File: src/rtl/rst_seq_pkg.sv
// Shared types and constants for the rst_seq reset sequencer.
// Holds the FSM state enum, the cause bit positions and a parameter helper.
package rst_seq_pkg;

    typedef enum logic [2:0] {
        ST_POR       = 3'd0,
        ST_WAIT_LOCK = 3'd1,
        ST_RELEASE   = 3'd2,
        ST_RUN       = 3'd3,
        ST_ASSERT    = 3'd4,
        ST_HOLD      = 3'd5
    } rst_seq_state_e;

    localparam int CausePor  = 0;
    localparam int CauseLock = 1;
    localparam int CauseSw   = 2;

    function automatic int max4(input int a, input int b, input int c, input int d);
        int m;
        m = a;
        if (b > m) m = b;
        if (c > m) m = c;
        if (d > m) m = d;
        return m;
    endfunction

endpackage

File: src/rtl/rst_seq_filt.sv
// Consecutive-high filter: stable_o is high once in_i has been sampled high
// for Cycles edges in a row; any low sample or clr_i restarts the count.
module rst_seq_filt #(
    parameter int Cycles = 8
) (
    input  logic clk_i,
    input  logic rst_i,
    input  logic clr_i,
    input  logic in_i,
    output logic stable_o
);

    localparam int CntW = $clog2(Cycles + 1);
    localparam logic [CntW-1:0] CntMax = CntW'(Cycles);

    logic [CntW-1:0] r_cnt;

    // Run-length counter, saturating at Cycles.
    always_ff @(posedge clk_i) begin
        if (rst_i || clr_i || !in_i) begin
            r_cnt <= '0;
        end else if (r_cnt != CntMax) begin
            r_cnt <= r_cnt + CntW'(1);
        end else begin
            r_cnt <= r_cnt;
        end
    end

    assign stable_o = (r_cnt == CntMax);

endmodule

File: src/rtl/rst_seq.sv
// Reset sequencer: holds channel resets through POR and lock filtering, releases
// them in order, tears them down in reverse on request. Optional cause register
// enabled by defining RST_SEQ_CAUSE_EN.
module rst_seq
    import rst_seq_pkg::*;
#(
    parameter int NumResets  = 4,
    parameter int PorCycles  = 16,
    parameter int LockFilter = 8,
    parameter int StageDelay = 8,
    parameter int HoldCycles = 32
) (
    input  logic                 clk_i,
    input  logic                 rst_i,
    input  logic                 locked_i,
    input  logic                 sw_rst_req_i,
    input  logic                 cause_clr_i,
    output logic [NumResets-1:0] rst_n_o,
    output logic                 done_o,
    output logic [2:0]           cause_o
);

    localparam int CntMax = max4(PorCycles, LockFilter, StageDelay, HoldCycles);
    localparam int CntW   = $clog2(CntMax + 1);
    localparam int IdxW   = (NumResets > 1) ? $clog2(NumResets) : 1;

    localparam logic [CntW-1:0] CntSat    = CntW'(CntMax);
    localparam logic [CntW-1:0] PorLast   = CntW'(PorCycles - 1);
    localparam logic [CntW-1:0] StageLast = CntW'(StageDelay - 1);
    localparam logic [CntW-1:0] HoldLast  = CntW'(HoldCycles - 1);
    localparam logic [IdxW-1:0] IdxLast   = IdxW'(NumResets - 1);
    localparam logic [IdxW-1:0] IdxPrev   = IdxW'((NumResets > 1) ? NumResets - 2 : 0);

    rst_seq_state_e        r_state, w_state_nx;
    logic [CntW-1:0]       r_cnt, w_cnt_nx;
    logic [IdxW-1:0]       r_idx, w_idx_nx;
    logic [NumResets-1:0]  r_rst_n, w_rst_n_nx;
    logic                  r_done, w_done_nx;
    logic [2:0]            w_cause_set;
    logic                  w_lock_lost;
    logic                  w_stable;

    function automatic logic [CntW-1:0] sat_inc(input logic [CntW-1:0] v);
        return (v == CntSat) ? v : v + CntW'(1);
    endfunction

    rst_seq_filt #(
        .Cycles (LockFilter)
    ) u_lock_filt (
        .clk_i    (clk_i),
        .rst_i    (rst_i),
        .clr_i    (r_state != ST_WAIT_LOCK),
        .in_i     (locked_i),
        .stable_o (w_stable)
    );

    // Next-state, counter, index and output computation.
    always_comb begin
        w_state_nx  = r_state;
        w_cnt_nx    = r_cnt;
        w_idx_nx    = r_idx;
        w_rst_n_nx  = r_rst_n;
        w_done_nx   = r_done;
        w_cause_set = 3'b000;
        w_lock_lost = !locked_i && ((r_state == ST_RELEASE) || (r_state == ST_RUN) ||
                                    (r_state == ST_ASSERT)  || (r_state == ST_HOLD));

        // Lock loss overrides any stage step or software request this cycle.
        if (w_lock_lost) begin
            w_state_nx             = ST_WAIT_LOCK;
            w_cnt_nx               = '0;
            w_idx_nx               = '0;
            w_rst_n_nx             = '0;
            w_done_nx              = 1'b0;
            w_cause_set[CauseLock] = 1'b1;
        end else begin
            case (r_state)
                ST_POR: begin
                    if (r_cnt == PorLast) begin
                        w_state_nx = ST_WAIT_LOCK;
                        w_cnt_nx   = '0;
                    end else begin
                        w_cnt_nx = sat_inc(r_cnt);
                    end
                end
                ST_WAIT_LOCK: begin
                    if (w_stable && locked_i) begin
                        w_state_nx = ST_RELEASE;
                        w_cnt_nx   = '0;
                        w_idx_nx   = '0;
                    end else begin
                        w_cnt_nx = '0;
                    end
                end
                ST_RELEASE: begin
                    if (r_cnt == StageLast) begin
                        w_rst_n_nx[r_idx] = 1'b1;
                        w_cnt_nx          = '0;
                        if (r_idx == IdxLast) begin
                            w_state_nx = ST_RUN;
                            w_done_nx  = 1'b1;
                            w_idx_nx   = '0;
                        end else begin
                            w_idx_nx = r_idx + IdxW'(1);
                        end
                    end else begin
                        w_cnt_nx = sat_inc(r_cnt);
                    end
                end
                ST_RUN: begin
                    if (sw_rst_req_i) begin
                        w_cause_set[CauseSw]     = 1'b1;
                        w_rst_n_nx[NumResets-1]  = 1'b0;
                        w_done_nx                = 1'b0;
                        w_cnt_nx                 = '0;
                        w_idx_nx                 = IdxPrev;
                        if (NumResets == 1) begin
                            w_state_nx = ST_HOLD;
                        end else begin
                            w_state_nx = ST_ASSERT;
                        end
                    end else begin
                        w_done_nx = 1'b1;
                    end
                end
                ST_ASSERT: begin
                    if (r_cnt == StageLast) begin
                        w_rst_n_nx[r_idx] = 1'b0;
                        w_cnt_nx          = '0;
                        if (r_idx == '0) begin
                            w_state_nx = ST_HOLD;
                        end else begin
                            w_idx_nx = r_idx - IdxW'(1);
                        end
                    end else begin
                        w_cnt_nx = sat_inc(r_cnt);
                    end
                end
                ST_HOLD: begin
                    if (r_cnt == HoldLast) begin
                        w_state_nx = ST_WAIT_LOCK;
                        w_cnt_nx   = '0;
                    end else begin
                        w_cnt_nx = sat_inc(r_cnt);
                    end
                end
                default: begin
                    w_state_nx = ST_POR;
                    w_cnt_nx   = '0;
                    w_idx_nx   = '0;
                    w_rst_n_nx = '0;
                    w_done_nx  = 1'b0;
                end
            endcase
        end
    end

    // State and registered output update.
    always_ff @(posedge clk_i) begin
        if (rst_i) begin
            r_state <= ST_POR;
            r_cnt   <= '0;
            r_idx   <= '0;
            r_rst_n <= '0;
            r_done  <= 1'b0;
        end else begin
            r_state <= w_state_nx;
            r_cnt   <= w_cnt_nx;
            r_idx   <= w_idx_nx;
            r_rst_n <= w_rst_n_nx;
            r_done  <= w_done_nx;
        end
    end

    assign rst_n_o = r_rst_n;
    assign done_o  = r_done;

`ifdef RST_SEQ_CAUSE_EN
    logic [2:0] r_cause;

    // Sticky cause bits; an event coinciding with a clear survives the clear.
    always_ff @(posedge clk_i) begin
        if (rst_i) begin
            r_cause <= 3'b001;
        end else if (cause_clr_i) begin
            r_cause <= w_cause_set;
        end else begin
            r_cause <= r_cause | w_cause_set;
        end
    end

    assign cause_o = r_cause;
`else
    logic w_unused;
    assign w_unused = ^{cause_clr_i, w_cause_set};
    assign cause_o  = 3'b000;
`endif

endmodule

File: config.mk
export PLATFORM = sky130hd
export DESIGN_NAME = rst_seq
export DESIGN_NICKNAME = d
export VERILOG_FILES = /design/src/rtl/rst_seq_pkg.sv /design/src/rtl/rst_seq_filt.sv /design/src/rtl/rst_seq.sv
export SDC_FILE = /design/constraint.sdc
export NUM_CORES = 1
export LEC_CHECK = 0
export CAP_MARGIN = 20
export CORE_UTILIZATION = 60
export DETAILED_ROUTE_END_ITERATION = 8
export PLACE_DENSITY = 0.83
export REMOVE_ABC_BUFFERS = 1
export SLEW_MARGIN = 10
export SYNTH_ARGS = -nofsm -noshare
export SYNTH_HDL_FRONTEND = slang
export SYNTH_SLANG_ARGS = --single-unit
File: constraint.sdc
create_clock -name clk_i -period 3.6 [get_ports clk_i]
set_clock_uncertainty 0.2 [all_clocks]
set_input_delay 0.36 -clock clk_i [delete_from_list [all_inputs] [get_ports clk_i]]
set_output_delay 0.36 -clock clk_i [all_outputs]
set_load 0.03 [all_outputs]
==> metrics.md <==
| Metric | Value |
|---|---|
| Critical path type | `register to register` |
| Die area | `2520 um2` |
| Width of the die | `50.2 um` |
| Fin cells | `205` |
| First-pass iteration count of the detailed router | `4` |
| Synth Area in XOR/XNOR | `0.0126` |
| Port Buffers | `8` |
| Global-route wire length before repair | `5060 um` |
| Clk slew on worst S/H paths | `120 ps` |
| Post-route ant nets | `0` |
| Async set-reset flop share out of synthesis | `0` |
| Cells after synthesis | `178` |
| Class of the worst hold path | `register to register` |
| Total grt overflow | `0` |
| Crit path max-delay cell type | `or4b_1` |
| CTS sink count | `20` |
| Setup violators final | `0` |
| Initial antenna violation count | `0` |
| Synth-to-Final Area Change | `4.94%` |
| IO Pins | `13` |
| Crit-path max cell delay | `480 ps` |
| Max Slew Vio Count | `0` |
| Hold buffers post-CTS | `0` |
| Post-CTS Setup Bufs | `0` |
| Mapped cell area | `1390 um2` |
| RSZ-0062 raised after global routing | `false` |
| Vias per cell | `6.18` |
| CP required | `3640 ps` |
| Synth Area in Adders | `0.0719` |
| Nets@finish | `191` |
| CTS tree | `done` |
| Max Root-Sink Buffers | `2` |
| Core area | `2190 um2` |
| Fill cells | `200` |
| Gp weighted congestion | `0.874` |
| Tightest Pin Transition | `685 ps` |
| WL/cell | `14.0 um` |
| Synth top area cells | `dfxtp_1 (29%), ha_1 (7.2%), a21oi_1 (5.0%)` |
| Mux share of post-synthesis cell area | `0.00809` |
| Share of the yosys chip area belonging to registers | `0.288` |
| Cell Pwr Density | `472 nW/um2` |
| Max Clock Freq | `386 MHz` |
| Synth top area share | `0.288` |
| Warnings from Yosys | `0` |
| GRT Resource Usage Total | `0.259` |
| Max_cap viols | `0` |
| Top cells by count, synth | `dfxtp_1 (20), nand2_1 (17), nor2_1 (16)` |
| Final hold violations | `0` |
| Row Count | `17` |
| Drt drc | `0` |
| Top-count cell post-synth | `dfxtp_1` |
| Status | `complete, no violations` |
| Number of global-route vias before repair | `1184` |
| Static Leak | `0.477 nW` |
| Final critical-path share of the clock period | `0.719` |
| Synth Area in Simple Gates | `0.301` |
| CP max FO | `10` |
| Count of different cell masters after synthesis | `48` |
| Chip Height | `50.2 um` |
| Routed via count | `1267` |
| Largest area contributor in the netlist | `dfxtp_1` |
| Synthesized area per cell | `7.82 um2` |
| Slew margin rel. | `0.543` |
| Max H-tree Level | `1` |
| Synth Flop Type | `dfxtp_1` |
| Critical Path Sink Type | `register` |
| Root Driver | `clkbuf_4` |
| Final TNS setup | `0 ps` |
| Placed insts | `201` |
| Initial Util | `0.636` |
| Worst path arrival time | `2630 ps` |
| Ratio of cells with drive above 1 in the final layout | `0.0621` |
| Post-Route WL | `2860 um` |
| Largest net degree at the start of global routing | `23` |
| Initial DRC count | `31` |
| Flops & latches, synth | `20` |
| # resized after CTS | `0` |
| Number of synthesized flops with an enable pin | `0` |
| CTS Buf Count | `3` |
| Worst-Skew Late Latency | `310 ps` |
| Critical path launch point type | `register` |
| Worst vdd ir | `0.348 mV` |
| Fin crit period | `2590 ps` |
| Detailed Place HPWL | `2030 um` |
| Antenna cells | `0` |
| Complex-gate fraction of the synthesized area | `0.230` |
| Combinational family with the most area after synthesis | `simple AND/OR/NAND/NOR gates` |
| Cell breakdown of the critical path | `ha_1 > nand4bb_1 > o311ai_1 > o21ai_1 > or4b_1 > a21oi_1` |
==> cells in the final DEF (no fill, tap or decap), types with 2 or more instances in the layout <==
cell              n
nand4bb_1         2
conb_1            3
nand2b_1          8
or3b_2            2
a21oi_1          14
inv_1             8
nand3b_1          4
nor3_1            3
a2bb2oi_1         2
a311oi_1          2
o21ai_0           5
nand3_1           6
nand2_1          17
nor2b_1           5
ha_1              8
a211oi_1          2
nor4_1            4
a31oi_1           8
clkbuf_4          3
clkdlybuf4s50_1   8
o21ai_1           2
nor2_1           16
a41oi_1           2
or2_2             2
dfxtp_1          20
==> per-layer routing <==
layer	routed length, um	global-route usage	up-vias
met2	1370	0.444	16
met4	17	0.110	0
li1	-	-	636
met3	69	0.0273	2
met1	1410	0.326	613
met5	0	0	-
==> sequential cells by signal (all words and copies together), names as in the netlist <==
name / cells
done_o: 1
u_lock_filt.r_cnt: 4
r_state: 3
r_cnt: 6
rst_n_o: 4
r_idx: 2
==> final cells by class <==
type | instances | area, um2 | share of cell area
Multi-Input combinational cell | 137 | 880 | 0.602
Clock buffer | 4 | 36.3 | 0.0248
Timing Repair Buffer | 8 | 80.1 | 0.0548
Tap cell | 28 | 35.0 | 0.0240
Sequential cell | 20 | 400 | 0.274
Inverter | 8 | 30.0 | 0.0205
==> kinds of logic after synthesis <==
family	count (synthesis)
AND/OR/NAND/NOR	77
AO/OA/AOI/OAI	46
buffers and inverters	23
flip-flops	20
adder cells (fa/ha/maj)	8
XOR/XNOR	2
other	1
multiplexers	1
==> path summary, 6_finish.rpt <==
check                           slack (ps)  cells past startpoint                     from                      end
worst max-delay path                  1010                      6    r_cnt[0]$_SDFFE_PP0N_    r_idx[0]$_SDFFE_PP0P_
worst min-delay path                   280                      2  rst_n_o[2]$_SDFFE_PP0P_  rst_n_o[2]$_SDFFE_PP0P_
worst max register to register        1010                      6    r_cnt[0]$_SDFFE_PP0N_    r_idx[0]$_SDFFE_PP0P_
worst min register to register         280                      2  rst_n_o[2]$_SDFFE_PP0P_  rst_n_o[2]$_SDFFE_PP0P_
==> power breakdown <==
part | total [mW] | switching, mW | internal [mW]
logic | 0.241 | 0.133 | 0.108
clock network | 0.135 | 0.0729 | 0.0617
registers | 0.314 | 0.0627 | 0.251
total | 0.690 | 0.269 | 0.421
==> critical path: cells and delay by family (launching register included) <==
| family | cells | cell delay (ps) |
|---|---|---|
| compound gates | 3 | 720 |
| simple gates | 2 | 900 |
| fa+ha+maj | 1 | 280 |
| flops | 1 | 420 |
==> metrics by stage <==
stage / power [mW] / utilization / hold slack, ps / worst slack, ps / cell area [um2]
detailed placement: 0.559 / 0.650 / 262 / 1090 / 1430
global placement: 0.545 / 0.650 / 237 / 1160 / 1430
global route: 0.735 / 0.667 / 301 / 708 / 1460
floorplan: 0.491 / - / 229 / 1450 / 1310
finish: 0.690 / 0.667 / 277 / 1010 / 1460
CTS: 0.691 / 0.667 / 279 / 1050 / 1460
Power figures use the tool's default switching activity.
